**config.mk**
```make
export PLATFORM = sky130hd
export DESIGN_NAME = johnson_step_ctrl
export DESIGN_NICKNAME = d
export VERILOG_FILES = /design/src/rtl/johnson_step_ctrl.sv
export SDC_FILE = /design/constraint.sdc
export NUM_CORES = 1
export LEC_CHECK = 0
export CAP_MARGIN = 20
export CORE_MARGIN = 5
export CORE_UTILIZATION = 31
export CTS_CLUSTER_SIZE = 14
export DETAILED_ROUTE_END_ITERATION = 10
export DONT_BUFFER_PORTS = 1
export GPL_ROUTABILITY_DRIVEN = 0
export PLACE_DENSITY = 0.54
export SLEW_MARGIN = 20
export SYNTH_ARGS = -nofsm -noshare
export SYNTH_HDL_FRONTEND = slang
export SYNTH_SLANG_ARGS = --single-unit
```
**constraint.sdc**
```tcl
create_clock -name clk -period 2.1 [get_ports clk]
set_input_delay 0.525 -clock clk [delete_from_list [all_inputs] [get_ports clk]]
set_output_delay 0.525 -clock clk [all_outputs]
set_load 0.01 [all_outputs]
```
**src/rtl/johnson_step_ctrl.sv**
```systemverilog
// Bidirectional, abortable 4-phase Johnson sequencer. A command latches direction,
// step count and rate divider, then moves the pattern one position per step period.
module johnson_step_ctrl #(
   parameter int STEP_W = 8,
   parameter int DIV_W  = 8
) (
   input  logic              clk,
   input  logic              n_rst,
   input  logic              start,
   input  logic              dir,
   input  logic [STEP_W-1:0] steps,
   input  logic [DIV_W-1:0]  div,
   input  logic              stop,
   output logic [3:0]        q,
   output logic [2:0]        pos,
   output logic [STEP_W-1:0] remaining,
   output logic              busy,
   output logic              done,
   output logic              aborted
);

   typedef enum logic [1:0] {
      IDLE = 2'd0,
      RUN  = 2'd1,
      DONE = 2'd2
   } state_t;

   state_t           state;
   logic             dir_l;
   logic [DIV_W-1:0] div_l;
   logic [DIV_W-1:0] div_cnt;

   always_ff @(posedge clk or negedge n_rst) begin
      if (!n_rst) begin
         state     <= IDLE;
         q         <= 4'b0000;
         pos       <= 3'd0;
         remaining <= '0;
         busy      <= 1'b0;
         done      <= 1'b0;
         aborted   <= 1'b0;
         dir_l     <= 1'b0;
         div_l     <= '0;
         div_cnt   <= '0;
      end else begin
         done <= 1'b0;
         unique case (state)
            IDLE: begin
               if (start) begin
                  aborted <= 1'b0;
                  if (steps != '0) begin
                     dir_l     <= dir;
                     remaining <= steps;
                     div_l     <= div;
                     div_cnt   <= div;
                     busy      <= 1'b1;
                     state     <= RUN;
                  end else begin
                     done  <= 1'b1;
                     state <= DONE;
                  end
               end
            end
            RUN: begin
               // An abort wins over a step that falls due on the same edge.
               if (stop) begin
                  aborted <= 1'b1;
                  busy    <= 1'b0;
                  done    <= 1'b1;
                  state   <= DONE;
               end else if (div_cnt == '0) begin
                  div_cnt   <= div_l;
                  remaining <= remaining - STEP_W'(1);
                  if (dir_l) begin
                     q   <= {q[2:0], ~q[3]};
                     pos <= pos + 3'd1;
                  end else begin
                     q   <= {~q[0], q[3:1]};
                     pos <= pos - 3'd1;
                  end
                  if (remaining == STEP_W'(1)) begin
                     busy  <= 1'b0;
                     done  <= 1'b1;
                     state <= DONE;
                  end
               end else begin
                  div_cnt <= div_cnt - DIV_W'(1);
               end
            end
            DONE: begin
               state <= IDLE;
            end
            default: begin
               state <= IDLE;
            end
         endcase
      end
   end

endmodule

```
==> out/metrics.csv, run 1 <==
stage;metric;value;unit
clock_tree;Worst-path clk slew;0.08;ns
synth;fraction of registers with async set/reset;100;%
critical_path;kind of critical path;reg -> reg;
critical_path;reg-to-reg slack, setup;0.18;ns
grt;initial antenna violation count;0;
synth;Post-synth EDFFs;0;
synth;Primary FF master, synth;dfrtp_1;
clock_tree;# resized after CTS;0;
timing;setup TNS;0;ns
clock_tree;H-Tree Level Count;2;
detailed_routing;Avg WL per Cell;16.9;microns
layout;share of post-route cells with drive strength above 1;14.3;%
clock_tree;root buf cell;clkbuf_8;
synth;Cells after Synth;223;
clock_tree;Num CTS Buffers;5;
clock_tree;# clock sinks;37;
floorplan;Core ar.;6420;sq um
detailed_routing;drt drc;0;
grt;all-layer global routing usage;13.3;%
timing;fmax;0.520;GHz
timing;endpoints failing setup;0;
detailed_routing;ANT nets after route;0;
synth;post-synth net total;248;
timing;Final Cycle Share;91.5;%
detailed_routing;Detailed Route Iter0 Violations;103;
layout;cell area after layout;2340;sq um
detailed_routing;DR vias/cell;5.44;
clock_tree;Clock Path Buffers;2;
power;VDD IR-drop max;0.000427;V
critical_path;critical path capture point type;flip-flop;
timing;worst rel slew slack;57.3;%
critical_path;worst r2r dst;div_cnt[2];
power;Lkg Pwr;0.000999;uW
place;post-DP HPWL;3.91;mm
grt;first-pass GRT wire length;8.97;mm
synth;leading area contributor after synthesis;dfrtp_1;
layout;Layout Nets;262;
synth;Synth Register Bits;37;
grt;gr ovfl total;0;
clock_tree;clk_lat worst skew;0.29;ns
synth;Netlist cell types;51;
synth;Yosys top cell area share;45.0;%
flow_run;max cap viols;0;
place;IO buf count;0;
synth;Synth area leaders;dfrtp_1 45%, nand2_1 7.8%, o22ai_1 3.3%, o21ai_0 2.7%, nor2_1 2.4%;
detailed_routing;final WL;5.31;mm
floorplan;I/O pins;39;
clock_tree;TritonCTS clock tree;yes;
layout;ant diodes;0;
timing;actual slew at the worst max-slew pin;0.637;ns
synth;sequential cell area fraction in the yosys report;45.0;%
detailed_routing;drt first pass iters;4;
layout;Area growth syn-to-layout;13.6;%
critical_path;Worst R2R Path Depth;6;
critical_path;Critical Path Fanout Max;6;
synth;YS warnings;0;
place;DP Area;2230;sq um
grt;vias in the first global route;1701;
floorplan;Die Wd;91.5;microns
grt;largest net degree at the start of global routing;38;
synth;synthesized cell area;2060;sq um
floorplan;die height;91.5;microns
floorplan;# rows;29;
timing;worst clock skew;0.00621;ns
power;P per Cell Area;1320;nW/um^2
critical_path;Worst Setup Start Kind;flip-flop;
worst_hold_path;HP Class;in -> async;
timing;RSZ-0062 raised after global routing;no;
timing;Final Max Slew Viols;0;
synth;Synth Area per Inst;9.24;sq um
timing;Final min period;1.92;ns
floorplan;initial core utilization;32.1;%
critical_path;Critical Path AT;2.09;ns
run_status;status;finished, final reports clean;
floorplan;full die area;8370;sq um
critical_path;critical register-to-register path startpoint;div_cnt[1];
timing;final hold violation count;0;
detailed_routing;DR vias;1714;
critical_path;worst path required time;2.27;ns
[synth_stat cells (4+ instances only)]
library cell and count:
o22ai_1 11, xnor2_1 4, a21oi_1 9, nor3_1 8, nor3b_1 5, inv_1 5
dfrtp_1 37, buf_2 4, clkbuf_1 8, o21ai_0 11, o2bb2ai_1 4, nand2_1 43
a22o_1 4, a31oi_1 4, nor2_1 13
[worst max-delay path, stage by stage, from the launching register on]
cell and delay, ns:
dfrtp_1 0.43, inv_1 0.09, ha_1 0.18, or4b_1 0.55, o311a_1 0.37, a21oi_1 0.11
o2bb2ai_1 0.08
[sequential cells by signal, indices dropped and copies added (netlist names)]
register / cells
state: 2
remaining: 8
div_l: 8
busy: 1
done: 1
pos: 3
dir_l: 1
q: 4
div_cnt: 8
aborted: 1
[power by group]
| part | internal, uW | total [uW] | switching (uW) |
|---|---|---|---|
| Combinational | 588 | 1210 | 626 |
| Sequential | 987 | 1390 | 402 |
| Clock | 229 | 494 | 265 |
[cell usage in the layout (no fill, tap or decap), drive strengths merged, types with 2 or more instances in the layout]
cell type  count
o22ai         11
o21ai         12
buf           21
a31oi          4
o2bb2ai        4
a22oi          2
o22a           3
nor3           9
ha             3
a22o           4
dfrtp         37
a41oi          2
nor4           2
clkbuf         5
a21oi         10
nor2          13
nand2         43
clkinv         2
o31ai          2
mux2i          3
a21o           2
nor4b          3
xnor2          4
a211oi         3
nand3          2
nor3b          5
or3            2
a2bb2oi        3
inv            5
[stage by stage]
step / std cells / setup WS [ns] / hold WS [ns] / power, uW / utilization (%)
finish: 315 / 0.179 / 0.0722 / 3100 / 36.4
global route: 315 / 0.0356 / 0.0718 / 3350 / 36.4
CTS: 315 / 0.182 / 0.0716 / 3130 / 36.4
detailed placement: 306 / 0.197 / 0.231 / 2600 / 34.8
global placement: 306 / 0.219 / 0.231 / 2600 / 34.8
floorplan: 223 / 0.205 / 0.229 / 2210 / -
[layer usage]
| metal | up-vias | global-route usage (%) | part of all wire, % |
|---|---|---|---|
| met5 | - | 0 | 0 |
| met4 | 0 | 5.28 | 1.6 |
| met3 | 6 | 4.63 | 6.9 |
| met2 | 35 | 19.4 | 45 |
| met1 | 824 | 17.9 | 47 |
| li1 | 849 | - | - |
[worst max-delay path by stage]
| stage | from | endpoint | cells past startpoint |
|---|---|---|---|
| after global placement | start | remaining[0] | 5 |
| after global routing | div_cnt[1] | div_cnt[6] | 6 |
| final | div_cnt[1] | div_cnt[2] | 6 |
| after CTS | div_cnt[1] | div_cnt[2] | 6 |
| after floorplan | div_cnt[0] | remaining[0] | 7 |
| after detailed placement | div_cnt[1] | div_cnt[2] | 6 |
[timing repair]
item                      CTS  global route
setup buffers               0             0
hold buffers                1             0
hold endpoints to repair   37             0
[cell type report]
class / count / area, sq um
flip-flops and latches: 37 / 926
clock inverters: 3 / 17.5
multi-input cells: 167 / 1040
fillers: 666 / 4080
inverters: 5 / 18.8
well taps: 77 / 96.3
clock buffers: 5 / 68.8
repair buffers: 21 / 170
[kinds of logic (layout without fill, tap and decap cells)]
logic type | count (synthesis) | in the layout | share of synthesized area, %
AND/OR/NAND/NOR | 88 | 88 | 21.6
AO/OA/AOI/OAI | 68 | 68 | 23.1
flip-flops | 37 | 37 | 45.0
buffers and inverters | 19 | 34 | 4.44
adder cells (fa/ha/maj) | 4 | 4 | 2.79
XOR/XNOR | 4 | 4 | 1.70
multiplexers | 3 | 3 | 1.46
Note: power is estimated with default switching activity, not from simulation.
==> run 2, diff against run 1 <==
--- a/config.mk
+++ b/config.mk
@@ -13,6 +13,7 @@
 export DONT_BUFFER_PORTS = 1
 export GPL_ROUTABILITY_DRIVEN = 0
 export PLACE_DENSITY = 0.54
+export REMOVE_ABC_BUFFERS = 1
 export SLEW_MARGIN = 20
 export SYNTH_ARGS = -nofsm -noshare
 export SYNTH_HDL_FRONTEND = slang
==> out/metrics.csv, run 2 (synthesis results as in run 1) <==
stage;metric;value;unit
detailed_routing;Detailed Route Iter0 Violations;131;
timing;final hold violation count;0;
grt;gr busiest metal;met2;
floorplan;I/O pins;39;
timing;worst rel slew slack;55.9;%
detailed_routing;DR vias/cell;5.53;
detailed_routing;drt drc;0;
timing;actual slew at the worst max-slew pin;0.657;ns
timing;hold slack;0.0639;ns
floorplan;die height;91.5;microns
grt;largest net degree at the start of global routing;38;
critical_path;critical path's largest stage delay;0.59;ns
power;Sw Share;40.1;%
worst_hold_path;HP Class;in -> async;
grt;gr ovfl total;0;
detailed_routing;Avg WL per Cell;17.0;microns
layout;commonest non-fill, non-tap cell in the layout;nand2_1;
layout;most frequent cells in the layout;43 x nand2_1, 37 x dfrtp_1, 18 x buf_4;
timing;worst clock skew;0.00968;ns
run_status;status;finished, final reports clean;
clock_tree;Num CTS Buffers;5;
floorplan;full die area;8370;sq um
grt;GR Util met1;18.6;%
place;DP Area;2220;sq um
power;Clk pwr share;20.4;%
critical_path;critical path capture point type;flip-flop;
layout;Layout Nets;260;
power;VDD IR-drop max;0.000626;V
layout;ant diodes;0;
clock_tree;Clock Path Buffers;2;
power;Switch Pwr;1300;uW
clock_tree;# clock sinks;37;
grt;GRT met3 Usage;3.22;%
clock_tree;Worst-path clk slew;0.08;ns
critical_path;Critical Path Fanout Max;6;
layout;Area growth syn-to-layout;14.6;%
power;internal power;1950;uW
critical_path;cell family with most CP delay;simple AND/OR/NAND/NOR gates;
timing;setup TNS;0;ns
critical_path;Worst R2R Path Depth;6;
timing;Final min period;2.00;ns
critical_path;worst path cell trace;inv_1 > ha_1 > or4b_1 > o311a_1 > a21oi_1 > o2bb2ai_1;
power;Seq pwr share;42.7;%
flow_run;max cap viols;0;
grt;first-pass GRT wire length;9.05;mm
critical_path;Worst Setup Start Kind;flip-flop;
grt;initial antenna violation count;0;
grt;met2 Usage GRT;20.5;%
critical_path;CP max-delay cell;or4b_1;
place;setup slack after placement;0.134;ns
grt;vias in the first global route;1728;
critical_path;worst path required time;2.29;ns
timing;endpoints failing setup;0;
timing;fin worst setup slack;0.0985;ns
place;IO buf count;0;
critical_path;worst r2r dst;div_cnt[2];
power;Lkg Pwr;0.00100;uW
critical_path;kind of critical path;reg -> reg;
power;Logic pwr share;36.9;%
detailed_routing;drt first pass iters;4;
power;P per Cell Area;1380;nW/um^2
critical_path;reg-to-reg slack, setup;0.1;ns
timing;RSZ-0062 raised after global routing;no;
layout;share of post-route cells with drive strength above 1;13.6;%
clock_tree;clk_lat worst skew;0.29;ns
detailed_routing;ANT nets after route;0;
detailed_routing;final WL;5.33;mm
clock_tree;root buf cell;clkbuf_8;
clock_tree;TritonCTS clock tree;yes;
floorplan;Die Wd;91.5;microns
timing;fmax;0.500;GHz
timing;Final Cycle Share;95.3;%
layout;Final Core Density;36.7;%
detailed_routing;DR vias;1730;
place;post-DP HPWL;3.80;mm
critical_path;Bufs and invs on worst path;1;
clock_tree;H-Tree Level Count;2;
layout;biggest regs;div_cnt: 8 flops, div_l: 8 flops, remaining: 8 flops;
floorplan;Core ar.;6420;sq um
grt;all-layer global routing usage;13.5;%
timing;Final Max Slew Viols;0;
critical_path;critical register-to-register path startpoint;div_cnt[1];
layout;cell area after layout;2360;sq um
critical_path;Critical Path AT;2.19;ns
floorplan;# rows;29;
floorplan;initial core utilization;32.1;%
run 2: worst max path at each step:
stage / from / endpoint / slack [ns] / cells after the start
floorplan: stop / remaining[0] / -0.04 / 4
CTS: div_cnt[1] / div_cnt[2] / 0.11 / 6
detailed placement: div_cnt[1] / div_cnt[2] / 0.13 / 6
global route: div_cnt[1] / div_cnt[2] / 0.006 / 6
global placement: stop / remaining[7] / 0.16 / 4
finish: div_cnt[1] / div_cnt[2] / 0.1 / 6
run 2: worst reg2reg max path: stages, from the launching register on:
cell and delay [ns]:
dfrtp_1 0.43, inv_1 0.10, ha_1 0.21, or4b_1 0.59, o311a_1 0.38, a21oi_1 0.11
o2bb2ai_1 0.08
run 2: power by group through the flow:
| stage | sequential (uW) | combinational [uW] | clock [uW] |
|---|---|---|---|
| after floorplan | 1310 | 849 | 0 |
| after global placement | 1400 | 1160 | 0 |
| after detailed placement | 1400 | 1180 | 0 |
| after CTS | 1390 | 1200 | 681 |
| after global routing | 1440 | 1360 | 714 |
| final | 1390 | 1200 | 662 |
run 2: routing by layer:
metal / up-vias / routed length, microns
met3: 7 / 302
li1: 842 / -
met2: 46 / 2550
met4: 0 / 70
met5: - / 0
met1: 835 / 2410
run 2: what timing repair did:
item / 4_1_cts / 5_1_grt
buffers inserted: 0 / 0
hold buffers: 1 / 0
setup endpoints to repair: 0 / 1
resized for setup: 0 / 1
hold endpoints to repair: 37 / 0
run 2: stage by stage:
step	cells	total power [uW]
after floorplan	209	2160
after global placement	304	2570
after detailed placement	304	2570
after CTS	313	3270
after global routing	313	3510
final	313	3250
run 2: area by class of cell:
cell class	count	area, sq um
Fill cell	643	4060
Sequential cell	37	926
Timing Repair Buffer	19	155
Clock buffer	6	82.6
Multi-Input combinational cell	167	1040
Clock inverter	2	37.5
Inverter	5	18.8
Tap cell	77	96.3
